File: src/rtl/dac_frame_rx_if.sv
// ---------------------------------------------------------------------------
// dac_frame_rx_if : DAC serial link pins plus the decoded frame outputs.
//   sclk, sync, din : serial link driven by the transmitter (master)
//   cmd, data       : command/data bytes of the last complete frame
//   valid           : one-clk pulse when cmd/data update
//   cmd_err         : one-clk pulse with valid on a command mismatch
//   short_err       : one-clk pulse when a frame is aborted early
//   frame_cnt       : count of good frames, wrapping
// ---------------------------------------------------------------------------
interface dac_frame_rx_if;
  logic        sclk;
  logic        sync;
  logic        din;
  logic [7:0]  cmd;
  logic [7:0]  data;
  logic        valid;
  logic        cmd_err;
  logic        short_err;
  logic [15:0] frame_cnt;

  modport master (
    output sclk, sync, din,
    input  cmd, data, valid, cmd_err, short_err, frame_cnt
  );

  modport slave (
    input  sclk, sync, din,
    output cmd, data, valid, cmd_err, short_err, frame_cnt
  );
endinterface

File: src/rtl/dac_frame_rx.sv
// ---------------------------------------------------------------------------
// dac_frame_rx : oversampling receiver for the DAC serial link.
// Deserialises MSB-first frames (command byte + data byte) on the system
// clock, checks the command byte and counts good frames.
//   clk   : system clock, all logic on its rising edge
//   rst_n : asynchronous active-low reset
//   link  : dac_frame_rx_if slave modport (serial pins in, frame results out)
// ---------------------------------------------------------------------------
module dac_frame_rx #(
  parameter int         FRAME_BITS  = 16,
  parameter logic [7:0] CMD_EXPECT  = 8'h53,
  parameter int         SYNC_STAGES = 2
) (
  input  logic          clk,
  input  logic          rst_n,
  dac_frame_rx_if.slave link
);

  localparam int CNT_W = $clog2(FRAME_BITS + 1);
  localparam logic [CNT_W-1:0] LAST_BIT = CNT_W'(FRAME_BITS - 1);

  typedef enum logic [2:0] {
    IDLE  = 3'd0,
    ARMED = 3'd1,
    SHIFT = 3'd2,
    DONE  = 3'd3,
    WAIT  = 3'd4
  } state_t;

  state_t                  state_r;
  state_t                  next_state_s;
  logic [SYNC_STAGES-1:0]  sclk_sync_r;
  logic [SYNC_STAGES-1:0]  sync_sync_r;
  logic [SYNC_STAGES-1:0]  din_sync_r;
  logic                    sclk_prev_r;
  logic                    sclk_s;
  logic                    sync_s;
  logic                    din_s;
  logic                    sclk_fall_s;
  logic [FRAME_BITS-1:0]   sr_r;
  logic [CNT_W-1:0]        bit_cnt_r;
  logic                    shift_en_s;
  logic                    load_s;
  logic                    abort_s;
  logic                    clr_cnt_s;
  logic [7:0]              cmd_r;
  logic [7:0]              data_r;
  logic                    valid_r;
  logic                    cmd_err_r;
  logic                    short_err_r;
  logic [15:0]             frame_cnt_r;
  logic [7:0]              rx_cmd_s;
  logic [7:0]              rx_data_s;

  assign sclk_s      = sclk_sync_r[SYNC_STAGES-1];
  assign sync_s      = sync_sync_r[SYNC_STAGES-1];
  assign din_s       = din_sync_r[SYNC_STAGES-1];
  // Falling sclk is mid-bit because the transmitter launches on the rise.
  assign sclk_fall_s = sclk_prev_r & ~sclk_s;
  assign rx_cmd_s    = sr_r[FRAME_BITS-1 -: 8];
  assign rx_data_s   = sr_r[7:0];

  // Synchronisers for the asynchronous link pins plus the sclk history flop.
  always_ff @(posedge clk or negedge rst_n) begin
    if (!rst_n) begin
      sclk_sync_r <= '0;
      sync_sync_r <= '0;
      din_sync_r  <= '0;
      sclk_prev_r <= 1'b0;
    end else begin
      sclk_sync_r <= {sclk_sync_r[SYNC_STAGES-2:0], link.sclk};
      sync_sync_r <= {sync_sync_r[SYNC_STAGES-2:0], link.sync};
      din_sync_r  <= {din_sync_r[SYNC_STAGES-2:0], link.din};
      sclk_prev_r <= sclk_s;
    end
  end

  // Frame FSM state register.
  always_ff @(posedge clk or negedge rst_n) begin
    if (!rst_n) begin
      state_r <= IDLE;
    end else begin
      state_r <= next_state_s;
    end
  end

  // Frame FSM next-state logic; a sync rise in SHIFT beats a coincident sclk fall.
  always_comb begin
    next_state_s = state_r;
    case (state_r)
      IDLE: begin
        if (sync_s) next_state_s = ARMED;
        else        next_state_s = IDLE;
      end
      ARMED: begin
        if (sync_s) next_state_s = ARMED;
        else        next_state_s = SHIFT;
      end
      SHIFT: begin
        if (sync_s)                                  next_state_s = ARMED;
        else if (sclk_fall_s && bit_cnt_r == LAST_BIT) next_state_s = DONE;
        else                                         next_state_s = SHIFT;
      end
      DONE: begin
        next_state_s = WAIT;
      end
      WAIT: begin
        if (sync_s) next_state_s = ARMED;
        else        next_state_s = WAIT;
      end
      default: begin
        next_state_s = IDLE;
      end
    endcase
  end

  // Frame FSM control outputs for the datapath.
  always_comb begin
    shift_en_s = 1'b0;
    load_s     = 1'b0;
    abort_s    = 1'b0;
    clr_cnt_s  = 1'b0;
    case (state_r)
      ARMED: begin
        clr_cnt_s = 1'b1;
      end
      SHIFT: begin
        if (sync_s) begin
          abort_s = 1'b1;
        end else begin
          shift_en_s = sclk_fall_s;
        end
      end
      DONE: begin
        load_s = 1'b1;
      end
      default: begin
        shift_en_s = 1'b0;
      end
    endcase
  end

  // Shift register and bit counter.
  always_ff @(posedge clk or negedge rst_n) begin
    if (!rst_n) begin
      sr_r      <= '0;
      bit_cnt_r <= '0;
    end else if (clr_cnt_s) begin
      bit_cnt_r <= '0;
    end else if (shift_en_s) begin
      sr_r      <= {sr_r[FRAME_BITS-2:0], din_s};
      bit_cnt_r <= bit_cnt_r + CNT_W'(1);
    end
  end

  // Registered frame results and status pulses.
  always_ff @(posedge clk or negedge rst_n) begin
    if (!rst_n) begin
      cmd_r       <= 8'h00;
      data_r      <= 8'h00;
      valid_r     <= 1'b0;
      cmd_err_r   <= 1'b0;
      short_err_r <= 1'b0;
      frame_cnt_r <= 16'h0000;
    end else begin
      valid_r     <= load_s;
      cmd_err_r   <= load_s && (rx_cmd_s != CMD_EXPECT);
      short_err_r <= abort_s;
      if (load_s) begin
        cmd_r  <= rx_cmd_s;
        data_r <= rx_data_s;
        if (rx_cmd_s == CMD_EXPECT) begin
          frame_cnt_r <= frame_cnt_r + 16'd1;
        end
      end
    end
  end

  assign link.cmd       = cmd_r;
  assign link.data      = data_r;
  assign link.valid     = valid_r;
  assign link.cmd_err   = cmd_err_r;
  assign link.short_err = short_err_r;
  assign link.frame_cnt = frame_cnt_r;

endmodule

File: src/flat_wrapper.sv
// flat-port wrapper written by rule: the top's interface ports become plain ports
module dac_frame_rx_flat 
#(
  parameter int         FRAME_BITS  = 16,
  parameter logic [7:0] CMD_EXPECT  = 8'h53,
  parameter int         SYNC_STAGES = 2
)
  (clk, rst_n, link_sclk, link_sync, link_din, link_cmd, link_data, link_valid, link_cmd_err, link_short_err, link_frame_cnt);
  dac_frame_rx_if link_i ();
  input  logic clk;
  input  logic rst_n;
  input wire logic [$bits(link_i.sclk)-1:0] link_sclk;
  input wire logic [$bits(link_i.sync)-1:0] link_sync;
  input wire logic [$bits(link_i.din)-1:0] link_din;
  output wire logic [$bits(link_i.cmd)-1:0] link_cmd;
  output wire logic [$bits(link_i.data)-1:0] link_data;
  output wire logic [$bits(link_i.valid)-1:0] link_valid;
  output wire logic [$bits(link_i.cmd_err)-1:0] link_cmd_err;
  output wire logic [$bits(link_i.short_err)-1:0] link_short_err;
  output wire logic [$bits(link_i.frame_cnt)-1:0] link_frame_cnt;
  assign link_i.sclk = link_sclk;
  assign link_i.sync = link_sync;
  assign link_i.din = link_din;
  assign link_cmd = link_i.cmd;
  assign link_data = link_i.data;
  assign link_valid = link_i.valid;
  assign link_cmd_err = link_i.cmd_err;
  assign link_short_err = link_i.short_err;
  assign link_frame_cnt = link_i.frame_cnt;
  dac_frame_rx #(.FRAME_BITS(FRAME_BITS), .CMD_EXPECT(CMD_EXPECT), .SYNC_STAGES(SYNC_STAGES)) u_core (.clk(clk), .rst_n(rst_n), .link(link_i));
endmodule
File: config.mk
export PLATFORM = sky130hd
export DESIGN_NAME = dac_frame_rx_flat
export DESIGN_NICKNAME = d
export VERILOG_FILES = /design/src/rtl/dac_frame_rx_if.sv /design/src/rtl/dac_frame_rx.sv /design/src/flat_wrapper.sv
export SDC_FILE = /design/constraint.sdc
export NUM_CORES = 1
export LEC_CHECK = 0
export CAP_MARGIN = 15
export CORE_UTILIZATION = 55
export DETAILED_ROUTE_END_ITERATION = 8
export DONT_BUFFER_PORTS = 1
export PLACE_DENSITY = 0.7
export SYNTH_ARGS = -nofsm -noshare
export SYNTH_HDL_FRONTEND = slang
export SYNTH_SLANG_ARGS = --single-unit
File: constraint.sdc
create_clock -name clk -period 1.6 [get_ports clk]
set_input_delay 0.16 -clock clk [delete_from_list [all_inputs] [get_ports clk]]
set_output_delay 0.16 -clock clk [all_outputs]
set_load 0.02 [all_outputs]
=== After elaboration in Yosys (flattened, before gate mapping) ===
Cells that the tools add are included.

* Bits in registers: 66
* Bits in latches: 0
* RAM bits: 0
* Memory bits (read-only): 0
* Bits of input ports: 5
* Output and inout port bits: 35
* Word-level logic and storage cells: 45
* Memories: 0

* Add/sub/neg operators: 2
* Multiply operators: 0
* Divide/modulo/power cells: 0
* Order comparisons: 0
* Eq/ne operators: 7
* Shifts and indexed selects: 0
* Multiplexer cells: 14
* Bitwise operators: 3
* Reduce and logical (&&, ||, !) cells: 6

{| class="wikitable"
|+ Operator list
! kind !! count
|-
| $add 16x1->16 const B || 1
|-
| $pmux 3 s5 || 1
|-
| $mux 5 || 2
|-
| $eq 8x7->1 const B || 1
|-
| $mux 1 || 8
|-
| $ne 8x7->1 const B || 1
|-
| $eq 3x2->1 const B || 2
|-
| $mux 3 || 2
|-
| $add 5x1->5 const B || 1
|-
| $eq 5x4->1 const B || 1
|-
| $reduce_and 2->1 || 2
|-
| $eq 3x1->1 const B || 1
|-
| $eq 3x3->1 const B || 1
|-
| $logic_not 3->1 || 1
|-
| $logic_and 1x1->1 || 2
|-
| $mux 2 || 1
|-
| $not 1->1 || 2
|-
| $reduce_bool 2->1 || 1
|-
| $and 1x1->1 || 1
|}

=== Depth between registers and ports, before layout ===
* Word-level depth: 6
* Gate-level depth with buffers: 6
* Mapped depth without buffers: 5

=== Least setup slack after synthesis ===
No wires, ideal clock.

* Path type: register to register
* Start: reg u_core.sr_r[15]
* End: reg u_core.frame_cnt_r[14] (netlist: u_core.link.frame_cnt[14])
* Library setup time: 0.080 ns
* Arrival time: 1.666 ns
* Data required time: 1.520 ns
* Setup slack: -0.146 ns
* Cell stages (with the launch flop): 6
* Buffers on the path: 1
* Clock period less this slack: 1.746 ns
* Cells stage by stage: dfrtp_1 nand4bb_4 or4_4 buf_6 nor4_2 xnor2_1

* Cells in the longest elaborated chain, start to end: 2

{| class="wikitable"
|+ RTL lines
! item !! RTL line !! RTL
|-
| start: declaration || dac_frame_rx.sv:40 || <nowiki>logic [FRAME_BITS-1:0] sr_r;</nowiki>
|-
| start signal: assignment || dac_frame_rx.sv:151 || <nowiki>sr_r <= {sr_r[FRAME_BITS-2:0], din_s};</nowiki>
|-
| $eq 8x7->1 || dac_frame_rx.sv:172 || <nowiki>if (rx_cmd_s == CMD_EXPECT) begin</nowiki>
|-
| $reduce_and 2->1 (no source line) || -- ||
|-
| end signal: assignment || dac_frame_rx.sv:173 || <nowiki>frame_cnt_r <= frame_cnt_r + 16'd1;</nowiki>
|-
| end: declaration || dac_frame_rx.sv:51 || <nowiki>logic [15:0] frame_cnt_r;</nowiki>
|}

No other way between the ends.
A chain may end at the register's enable or synchronous reset.

=== Worst setup path in the final report ===
* Start: reg u_core.sr_r[10]
* End: reg u_core.frame_cnt_r[14] (netlist: u_core.link.frame_cnt[14])

The elaborated chain is that of the path after synthesis.

==> results.sh <==
export IMPL_finClkSkew_ns=0.00674
export IMPL_slowest_stage="or4_4"
export IMPL_synth_flop_cell="dfrtp_1"
export IMPL_clkTransAtPathRegs_ns=0.08
export IMPL_first_pass_iters=4
export IMPL_ant_nets=0
export IMPL_drt_initial_drc_count=79
export IMPL_synth_xor_xnor_area_share_pct=5.24
export IMPL_critical_path_class="reg -> reg"
export IMPL_synth_compound_area_share_pct=1.92
export IMPL_cts_hold_buf=3
export IMPL_io_buffers=0
export IMPL_final_util_pct=74.8
export IMPL_diodes=0
export IMPL_slew_viol_final=0
export IMPL_synth_ff_latch_count=66
export IMPL_die_h_um=71.7
export IMPL_final_cell_mix="65 x dfrtp_1, 56 x nand2_1, 42 x buf_4"
export IMPL_tightestPinTransition_ns=0.315
export IMPL_fin_ws_ns=-0.112
export IMPL_cts_buffer_depth=2
export IMPL_dpl_worst_slack_ns=-0.152
export IMPL_avgSynthCellArea_um2=11.9
export IMPL_synth_warnings=0
export IMPL_nNetsFinal=289
export IMPL_outcome="finished, violations left"
export IMPL_rsz0062_at_grt="true"
export IMPL_crit_family="simple AND/OR/NAND/NOR gates"
export IMPL_avgRoutedWirePerCell_um=16.2
export IMPL_placed_area_um2=3050
export IMPL_nFillCells=287
export IMPL_die_x_um=71.7
export IMPL_remaining_drc_errors=0
export IMPL_root_buffer="clkbuf_8"
export IMPL_io_pins=40
export IMPL_finalCritPeriodShare_pct=107
export IMPL_grt_max_degree=67
export IMPL_cts_tree="yes"
export IMPL_cp_arrival_ns=1.98
export IMPL_synthArstFlopShare_pct=100
export IMPL_rows=25
export IMPL_syn_nets=232
export IMPL_clk_latency_ns=0.34
export IMPL_grt_pass1_wl_um=8650
export IMPL_peakVddDrop_uv=934
export IMPL_synth_simple_area_share_pct=20.3
export IMPL_areaGrowthSynthToFinish_pct=31.2
export IMPL_p_per_area_nw_per_um2=1050
export IMPL_cts_buffers=9
export IMPL_antenna_found_initial=0
export IMPL_stdcell_count=340
export IMPL_seq_area_frac_synth_pct=61.7
export IMPL_fin_area_um2=3510
export IMPL_dpl_hpwl_um=3140
export IMPL_synth_edff_count=0
export IMPL_wl_um=5510
export IMPL_setup_viol=8
export IMPL_avgViaCountPerCell=5.46
export IMPL_start_util_pct=57.0
export IMPL_worstPathRequired_ns=1.86
export IMPL_clock_sinks=66
export IMPL_cp_num_buf_inv=1
export IMPL_violations="hold timing, setup timing"
export IMPL_endpoint_kind="flip-flop"
export IMPL_fmax_mhz=584
export IMPL_overflow=0
export IMPL_synth_top_family_by_area="simple AND/OR/NAND/NOR gates"
export IMPL_leakagePower_nw=1.84
export IMPL_power_w=0.00369
export IMPL_holdWs_ns=-0.496
export IMPL_synthAdderAreaFrac_pct=1.40
export IMPL_crit_chain="nand4bb_4 > or4_4 > buf_4 > nor4_4 > xnor2_1"
export IMPL_finalHoldViolations=66
export IMPL_synthesis_instances=224
export IMPL_gp_congestion=0.789
export IMPL_final_layout_size_suffix_gt1_share_pct=36.0
export IMPL_dp_cells=310
export IMPL_relSlewSlack_pct=79.0
export IMPL_dieArea_um2=5150
export IMPL_syn_area_um2=2680
export IMPL_maxCapViolCount=0
export IMPL_crit_path_max_fanout=5
export IMPL_cp_start_kind="flip-flop"
export IMPL_vias=1858
export IMPL_htreeDepth=3
export IMPL_final_common_cell="dfrtp_1"
export IMPL_fin_crit_ns=1.71
export IMPL_hold_path_class="in -> async"
export IMPL_globalRouteTotalUtil_pct=22.5
export IMPL_max_stage_delay_ns=0.57
export IMPL_core_um2=4690
export IMPL_ys_types=36
export IMPL_synthMuxAreaShare_pct=7.16
export IMPL_grt_pass1_vias=1830
-- path summary, 6_finish.rpt --
path,startpoint,endpoint,slack [ns],cells past startpoint
max,u_core.sr_r[10],u_core.link.frame_cnt[14],-0.11,5
min,rst_n,u_core.link.frame_cnt[11],-0.50,0
max reg2reg,u_core.sr_r[10],u_core.link.frame_cnt[14],-0.11,5
min reg2reg,u_core.sclk_sync_r[0],u_core.sclk_sync_r[1],0.35,0
max in group asynchronous,rst_n,u_core.link.frame_cnt[4],2.00,0
min in group clk,u_core.sclk_sync_r[0],u_core.sclk_sync_r[1],0.35,0
-- area by class of cell --
type,count,area [um^2],share of cell area [%]
clock buffers,9,124,3.53
inverters,6,26.3,0.749
multi-input cells,145,1060,30.2
well taps,54,67.6,1.93
flip-flops and latches,66,1650,47.1
repair buffers,53,475,13.6
clock inverters,7,101,2.89
-- registers in the layout, summed over array words and instances (netlist names) --
name,count
u_core.bit_cnt_r,5
u_core.link.cmd_err,1
u_core.state_r,3
u_core.sclk_sync_r,2
u_core.link.data,8
u_core.link.frame_cnt,16
u_core.sclk_prev_r,1
u_core.sr_r,16
u_core.link.cmd,8
u_core.link.short_err,1
u_core.sync_sync_r,2
u_core.din_sync_r,2
u_core.link.valid,1
-- Yosys cell counts (2+ instances only) --
library cell / instances / area (um^2)
nor4_1: 2 / 12.5
xnor2_1: 8 / 70.1
nor3b_1: 2 / 15.0
a21oi_1: 2 / 10.0
nand4_1: 5 / 31.3
inv_1: 5 / 18.8
xor2_1: 8 / 70.1
o21ai_0: 2 / 10.0
nand4bb_4: 2 / 55.1
nand3_1: 9 / 45.0
dfrtp_1: 66 / 1650
nor2_1: 6 / 22.5
buf_2: 2 / 10.0
and3_1: 2 / 12.5
nand4b_1: 2 / 17.5
nand2_1: 56 / 210
mux2_2: 17 / 191
clkbuf_1: 3 / 11.3
nor3_1: 6 / 30.0
ha_1: 3 / 37.5
-- power by group --
group	leakage (nW)	internal (W)	total [W]	switching (W)
Combinational	0.834	0.000149	0.000298	0.000149
Sequential	0.898	0.00174	0.00182	0.0000821
Clock	0.106	0.000890	0.00156	0.000675
-- stage by stage --
stage	hold slack, ns	TNS, ns
floorplan	-0.136	-1.74
global placement	-0.134	-0.0735
detailed placement	-0.134	-0.267
CTS	-0.505	-0.574
global route	-0.524	-2.19
finish	-0.496	-0.611
-- worst reg2reg max path: cells and delay by family (launching register included) --
| family | cells | cell delay (ns) |
|---|---|---|
| AND/OR/NAND/NOR | 3 | 0.93 |
| buffers and inverters | 1 | 0.17 |
| XOR/XNOR | 1 | 0.15 |
| flip-flops | 1 | 0.38 |
-- cells by family after synthesis --
logic type,after synthesis
flops,66
xor+xnor,16
fa+ha+maj,3
simple gates,101
buf+inv,13
mux,17
compound gates,8
-- metal layers --
layer | track usage [%] | up-vias | share of wire (%)
li1 | - | 875 | -
met1 | 29.0 | 929 | 44
met2 | 34.6 | 43 | 49
met3 | 9.00 | 11 | 4.6
met4 | 8.28 | 0 | 1.7
met5 | 0 | - | 0
-- what timing repair did --
action	CTS	global route
hold endpoints to repair	69	66
setup buffers	3	7
resized for setup	5	13
gates cloned	0	1
endpoints found under the setup margin	8	28
pin swaps	6	8
No activity file was read; power rests on OpenSTA's default activity.
